<file path="src/rtl/instr_sequencer.sv">
// -----------------------------------------------------------------------------
// instr_sequencer
//
// Multi-cycle program sequencer for the 9-bit core. It owns the program
// counter, runs the start/done handshake, and stalls the datapath while a
// data-memory access completes. It sits between the instruction ROM (fed by
// pc) and the decode/control logic. It turns the decoder strobes into the
// architectural commit strobes.
//
// Parameters
//   PC_W     program counter width (ROM depth is 2**PC_W)
//   MEM_LAT  extra stall cycles per data-memory access, legal range 0..7
//   CYC_W    width of the saturating cycle counter
//
// Ports
//   clk            system clock, rising edge
//   reset          asynchronous, active-high reset
//   start          launch pulse, accepted only when idle or done
//   done           high while finished (held until restart or reset)
//   busy           high while executing or stalled on memory
//   pc             instruction ROM address
//   instr_valid    the ROM word at pc is being executed this cycle
//   branch_enable  decoder branch-taken strobe
//   branch_target  absolute branch target
//   mem_read       decoder memory-read strobe
//   mem_write      decoder store strobe
//   reg_write      decoder register-write strobe
//   halt           decoded halt instruction
//   commit_reg     gated register-file write enable
//   commit_mem     gated data-memory write enable
//   cycle_count    cycles spent executing since the last start (saturating)
// -----------------------------------------------------------------------------
module instr_sequencer #(
  parameter int PC_W    = 10,
  parameter int MEM_LAT = 2,
  parameter int CYC_W   = 16
) (
  input  logic             clk,
  input  logic             reset,
  input  logic             start,
  output logic             done,
  output logic             busy,
  output logic [PC_W-1:0]  pc,
  output logic             instr_valid,
  input  logic             branch_enable,
  input  logic [PC_W-1:0]  branch_target,
  input  logic             mem_read,
  input  logic             mem_write,
  input  logic             reg_write,
  input  logic             halt,
  output logic             commit_reg,
  output logic             commit_mem,
  output logic [CYC_W-1:0] cycle_count
);

  typedef enum logic [1:0] {
    S_IDLE,
    S_RUN,
    S_WAIT,
    S_DONE
  } state_t;

  // A memory access only stalls when there is latency to cover.
  localparam bit        HAS_WAIT  = (MEM_LAT > 0);
  // The wait counter counts down to zero, so it starts one below the
  // number of stall cycles.
  localparam logic [2:0] WAIT_INIT = HAS_WAIT ? 3'(MEM_LAT - 1) : 3'd0;

  state_t             state_reg, state_next;
  logic [PC_W-1:0]    pc_reg, pc_next;
  logic [2:0]         wait_cnt_reg, wait_cnt_next;
  logic [CYC_W-1:0]   cyc_reg, cyc_next;

  logic [PC_W-1:0]    pc_inc;
  logic [CYC_W-1:0]   cyc_inc;
  logic               mem_access;

  // Sequential pc step; overflow wraps silently to 0.
  assign pc_inc     = pc_reg + PC_W'(1);
  // Saturating increment: hold once every bit is set.
  assign cyc_inc    = (&cyc_reg) ? cyc_reg : cyc_reg + CYC_W'(1);
  assign mem_access = mem_read | mem_write;

  assign pc          = pc_reg;
  assign cycle_count = cyc_reg;

  // ---------------------------------------------------------------------------
  // State registers
  // ---------------------------------------------------------------------------
  always_ff @(posedge clk or posedge reset) begin
    if (reset) begin
      state_reg    <= S_IDLE;
      pc_reg       <= '0;
      wait_cnt_reg <= '0;
      cyc_reg      <= '0;
    end else begin
      state_reg    <= state_next;
      pc_reg       <= pc_next;
      wait_cnt_reg <= wait_cnt_next;
      cyc_reg      <= cyc_next;
    end
  end

  // ---------------------------------------------------------------------------
  // Next state and outputs
  // ---------------------------------------------------------------------------
  always_comb begin
    state_next    = state_reg;
    pc_next       = pc_reg;
    wait_cnt_next = wait_cnt_reg;
    cyc_next      = cyc_reg;
    done          = 1'b0;
    busy          = 1'b0;
    instr_valid   = 1'b0;
    commit_reg    = 1'b0;
    commit_mem    = 1'b0;

    case (state_reg)
      S_IDLE, S_DONE: begin
        done = (state_reg == S_DONE);
        if (start) begin
          state_next    = S_RUN;
          pc_next       = '0;
          wait_cnt_next = '0;
          cyc_next      = '0;
        end
      end

      S_RUN: begin
        busy        = 1'b1;
        instr_valid = 1'b1;
        cyc_next    = cyc_inc;
        if (halt) begin
          state_next = S_DONE;
        end else if (mem_access && HAS_WAIT) begin
          // Stall on the memory instruction; any branch request is dropped.
          state_next    = S_WAIT;
          wait_cnt_next = WAIT_INIT;
        end else begin
          // mem_write can only be high here when there is no memory latency,
          // in which case the store commits immediately.
          commit_reg = reg_write;
          commit_mem = mem_write;
          pc_next    = branch_enable ? branch_target : pc_inc;
        end
      end

      S_WAIT: begin
        busy     = 1'b1;
        cyc_next = cyc_inc;
        if (wait_cnt_reg == 3'd0) begin
          // Final stall cycle: the decoder still sees the memory instruction,
          // so its live strobes give the store enable and load writeback.
          commit_reg = reg_write;
          commit_mem = mem_write;
          pc_next    = pc_inc;
          state_next = S_RUN;
        end else begin
          wait_cnt_next = wait_cnt_reg - 3'd1;
        end
      end

      default: begin
        state_next = S_IDLE;
      end
    endcase
  end

endmodule
</file>
<file path="config.mk">
export PLATFORM = sky130hd
export DESIGN_NAME = instr_sequencer
export DESIGN_NICKNAME = d
export VERILOG_FILES = /design/src/rtl/instr_sequencer.sv
export SDC_FILE = /design/constraint.sdc
export NUM_CORES = 1
export LEC_CHECK = 0
export CAP_MARGIN = 20
export CORE_ASPECT_RATIO = 1.2
export CORE_MARGIN = 2
export CORE_UTILIZATION = 25
export DETAILED_ROUTE_END_ITERATION = 7
export GPL_ROUTABILITY_DRIVEN = 0
export GPL_TIMING_DRIVEN = 0
export PLACE_DENSITY_LB_ADDON = 0.2
export SYNTH_ARGS = -nofsm -noshare
export SYNTH_HDL_FRONTEND = slang
export SYNTH_SLANG_ARGS = --single-unit
export TNS_END_PERCENT = 5
</file>
<file path="constraint.sdc">
create_clock -name clk -period 2.3 [get_ports clk]
set_input_delay 0.23 -clock clk [delete_from_list [all_inputs] [get_ports clk]]
set_output_delay 0.23 -clock clk [all_outputs]
set_load 0.01 [all_outputs]
</file>
== Yosys cells after proc, flatten, opt, wreduce, memory -nomap -nowiden ==
Index checks and enable logic that the tools add are counted.
Storage, ports and cells
  flip-flop bits (word level): 31
  input bits: 18
  output and inout port bits: 31
  logic and storage cells: 58
Cells by class
  add/sub/neg operators: 3
  eq/ne operators: 11
  mux-type cells: 30
  bitwise logic cells: 1
  reduce and logical (&&, ||, !) cells: 9
Operators by type and width (number)
  $mux 10: 5
  $mux 16: 2
  $pmux 16 s2: 1
  $pmux 10 s3: 1
  $add 16x1->16 const B: 1
  $reduce_and 16->1: 1
  $ne 2x2->1 const B: 7
  $mux 3: 4
  $add 10x1->10 const B: 1
  $mux 1: 9
  $pmux 3 s3: 1
  $mux 2: 4
  $reduce_and 4->1: 2
  $pmux 2 s3: 1
  $eq 2x2->1 const B: 2
  $pmux 1 s2: 2
  $reduce_or 2->1: 2
  $logic_not 3->1: 1
  $ne 3x3->1 const B: 1
  $reduce_and 3->1: 1
  $sub 3x1->3 const B: 1
  $eq 2x1->1 const B: 1
  $logic_not 2->1: 1
  $reduce_and 2->1: 1
  $or 1x1->1: 1

== Logic depth before layout (Yosys ltp) ==
  word-level depth: 5
  gate-level depth with buffers: 8
  gate-level depth less buffers: 6

== Worst setup path before layout ==
OpenSTA, ideal clock, no wires.
  kind: register to register
  from: register state_reg[0]
  to: register cyc_reg[1], in the netlist cycle_count[1]
  setup time: 0.122 ns
  data arrival time: 1.984 ns
  required time: 2.178 ns
  setup slack: 0.194 ns
  cell stages (with the launch flop): 6
  path buffers: 0
  period minus slack after synthesis: 2.106 ns
  cell sequence: dfrtp_1 inv_1 ha_1 nand4b_1 or4_2 a32o_1
On the way
  word-level cells in the longest chain between the ends: 4
  elaborated cells between the ends (all ways): 10
  those cells by class: eq/ne: 5; mux: 1; reduce/logical: 4
Ends and longest elaborated chain
  start, declared: line 69  | state_t state_reg, state_next;
  start signal, assigned: line 97  | state_reg <= state_next;
  $eq 2x2->1, or another cell as far along: line 118  | case (state_reg)
  $reduce_or 2->1 (on tied branches)
  $ne 2x2->1 (no line)
  $reduce_and 2->1 (no line)
  end signal, assigned: line 100  | cyc_reg <= cyc_next;
  end, declared: line 72  | logic [CYC_W-1:0] cyc_reg, cyc_next;
Parallel ways exist; a longest one is shown, timed or not.
A chain may end at the register's enable or synchronous reset.

== Worst setup path in the final report ==
  from: register state_reg[0]
  to: output port commit_reg
On the way
  word-level cells in the longest chain between the ends: 2
  elaborated cells between the ends (all ways): 3
  those cells by class: eq/ne: 2; mux: 1
Ends and longest elaborated chain
  $eq 2x2->1 / $eq 2x1->1 (equally long branches): line 118
  $pmux 1 s2 *: line 118
  end, declared: line 51  | output logic commit_reg,
Every way passes the cells marked *; elsewhere a longest branch is shown, timed or not.

==> results.sh <==
export IMPL_worstSetupPathType="reg2out"
export IMPL_cts_root_buf="clkbuf_8"
export IMPL_tritoncts="yes"
export IMPL_antenna_found_initial=0
export IMPL_cts_htree_levels=2
export IMPL_die_area_um2=8750
export IMPL_cp_cell_sequence="inv_1 -> ha_2 -> buf_2 -> a22o_1 -> and3_1 -> clkdlybuf4s50_1"
export IMPL_ys_types=53
export IMPL_crit_slowest_cell="clkdlybuf4s50_1"
export IMPL_rsz0062_at_grt="yes"
export IMPL_avgRoutedWirePerCell_um=15.7
export IMPL_utilization=0.363
export IMPL_die_x_um=85.7
export IMPL_maxCapViolations=0
export IMPL_cts_buffers=5
export IMPL_clock_latency_ns=0.28
export IMPL_arrival_ns=1.97
export IMPL_dieHeight_um=102
export IMPL_path_depth=6
export IMPL_syn_to_final_growth_pct=39.5
export IMPL_synth_edf_count=0
export IMPL_ctsHoldBuffers=0
export IMPL_status="completed"
export IMPL_setup_tns_ns=0
export IMPL_critical_path_buf_inv_count=3
export IMPL_insertedDiodeCount=0
export IMPL_min_path_type="in2async"
export IMPL_grt_total_usage=0.140
export IMPL_cts_setup_buffers=0
export IMPL_synth_area_um2=2000
export IMPL_worst_pin_slew_ns=0.715
export IMPL_grt_ovfl_total=0
export IMPL_critPathLaunchType="flop"
export IMPL_nets=303
export IMPL_drive_gt1_frac=0.133
export IMPL_vdd_drop_max_mv=0.401
export IMPL_totalWireLength_um=5800
export IMPL_grt_pass1_vias=1960
export IMPL_pin_count=49
export IMPL_drt_first_iter_violations=72
export IMPL_synth_main_ff_cell="dfrtp_1"
export IMPL_drtAntennaViolNets=0
export IMPL_slew_headroom=0.523
export IMPL_first_pass_iters=4
export IMPL_final_setup_viol_count=0
export IMPL_worstPathMaxFanout=9
export IMPL_synth_nets=247
export IMPL_dp_cells=363
export IMPL_synth_async_sr_flop_share=1.00
export IMPL_synth_seq_cells=31
export IMPL_num_vias=1962
export IMPL_yosysSeqAreaShare=0.387
export IMPL_fmax_mhz=454
export IMPL_avgSynthCellArea_um2=9.02
export IMPL_fin_crit_sh=0.958
export IMPL_clockBufferDepth=2
export IMPL_viasPerCell=5.30
export IMPL_clock_sinks=31
export IMPL_largest_reg_flops=16
export IMPL_instances_no_fill=370
export IMPL_critical_path_max_stage_delay_ns=0.53
export IMPL_ff2ff_path_depth=7
export IMPL_power_leakage_uw=0.00111
export IMPL_critical_path_top_delay_family="buffers and inverters"
export IMPL_finalCriticalPeriod_ns=2.20
export IMPL_io_buffers=48
export IMPL_drc=0
export IMPL_initial_utilization=0.260
export IMPL_cellPowerDensity_nw_per_um2=1070
export IMPL_dp_hpwl_um=4260
export IMPL_slew_viol_final=0
export IMPL_syn_inst=222
export IMPL_fin_hold_ws_ns=0.367
export IMPL_clk_pin_slew_ns=0.07
export IMPL_hold_viol=0
export IMPL_grt_pass1_wl_um=9740
export IMPL_yosys_warnings=0
export IMPL_clock_skew_ns=0.00553
export IMPL_cp_required_ns=2.07
export IMPL_core_area_um2=7710
export IMPL_grt_max_degree=18
export IMPL_endpoint_kind="primary output"
export IMPL_rows=35
## timing repair
item / 4_1_cts / 5_1_grt
gates resized for setup: 5 / 18
setup endpoints to repair: 14 / 23
pin swaps: 0 / 1
## Yosys cell counts (5+ instances only)
master	count	area, µm²
dfrtp_1	31	776
inv_1	10	37.5
nor3_1	8	40.0
nand3_1	8	40.0
nand2_1	27	101
or4_1	5	37.5
o41ai_1	6	52.6
nor2b_1	5	31.3
a211oi_1	5	37.5
a22o_1	7	61.3
ha_1	7	87.6
o31ai_1	7	52.6
nand4_1	5	31.3
a21oi_1	8	40.0
o21ai_0	12	60.1
nor2_1	14	52.6
## worst paths after layout
| check | start | to | slack, ns |
|---|---|---|---|
| worst max-delay path | state_reg[0] | commit_reg | 0.1 |
| worst min-delay path | reset | cycle_count[4] | 0.37 |
| worst max register to register | state_reg[0] | pc[0] | 0.11 |
| worst min register to register | wait_cnt_reg[1] | wait_cnt_reg[1] | 0.48 |
| max in group asynchronous | reset | state_reg[0] | 1.38 |
| min in group clk | wait_cnt_reg[1] | wait_cnt_reg[1] | 0.48 |
## layer usage
metal | GRT usage | routed length [µm] | vias to the layer above
met1 | 0.175 | 2690 | 937
met4 | 0.0452 | 84 | 0
met2 | 0.242 | 2740 | 54
met3 | 0.0291 | 282 | 8
met5 | 0 | 0 | -
li1 | - | - | 963
## cell type report
type | count | area, µm²
inverters | 11 | 43.8
clock buffers | 6 | 82.6
clock inverters | 1 | 5.00
flip-flops and latches | 31 | 777
well taps | 92 | 115
repair buffers | 49 | 510
plain buffers | 6 | 40.0
fillers | 811 | 4910
multi-input cells | 174 | 1220
## cells in the final DEF, fill, tap and decap left out, drive strengths merged, types with 5 or more instances in the layout
| cell | instances |
|---|---|
| dfrtp | 31 |
| clkdlybuf4s50 | 47 |
| nor3 | 9 |
| ha | 7 |
| buf | 5 |
| o31ai | 7 |
| nor2 | 14 |
| nor2b | 5 |
| clkbuf | 8 |
| nand4 | 6 |
| o21ai | 13 |
| inv | 11 |
| a211oi | 5 |
| a22o | 7 |
| nand2 | 27 |
| a21oi | 8 |
| o41ai | 6 |
| nand3 | 8 |
| or4 | 6 |
## report_power, final
| group | total [µW] | internal (µW) | switching [µW] |
|---|---|---|---|
| clock | 444 | 235 | 210 |
| sequential | 878 | 683 | 195 |
| combinational | 1670 | 769 | 897 |
## cells by family (layout without fill, tap and decap cells)
| kind of cell | count (synthesis) | count (layout) | share of synthesized area |
|---|---|---|---|
| mux | 1 | 1 | 0.00500 |
| simple gates | 95 | 95 | 0.265 |
| xor+xnor | 2 | 2 | 0.00875 |
| flops | 31 | 31 | 0.387 |
| compound gates | 69 | 69 | 0.252 |
| fa+ha+maj | 7 | 7 | 0.0437 |
| buf+inv | 17 | 73 | 0.0387 |
## per-stage QoR
step / setup slack [ns] / instance area [µm²] / power, µW
2_1_floorplan: 0.194 / 2000 / 1800
3_5_place_dp: -0.0943 / 2630 / 2440
4_1_cts: -0.0151 / 2730 / 2930
5_1_grt: -0.0106 / 2790 / 3230
3_3_place_gp: -0.0571 / 2600 / 2420
6_report: 0.0971 / 2790 / 2990
Note: power is estimated with default switching activity, not from simulation.
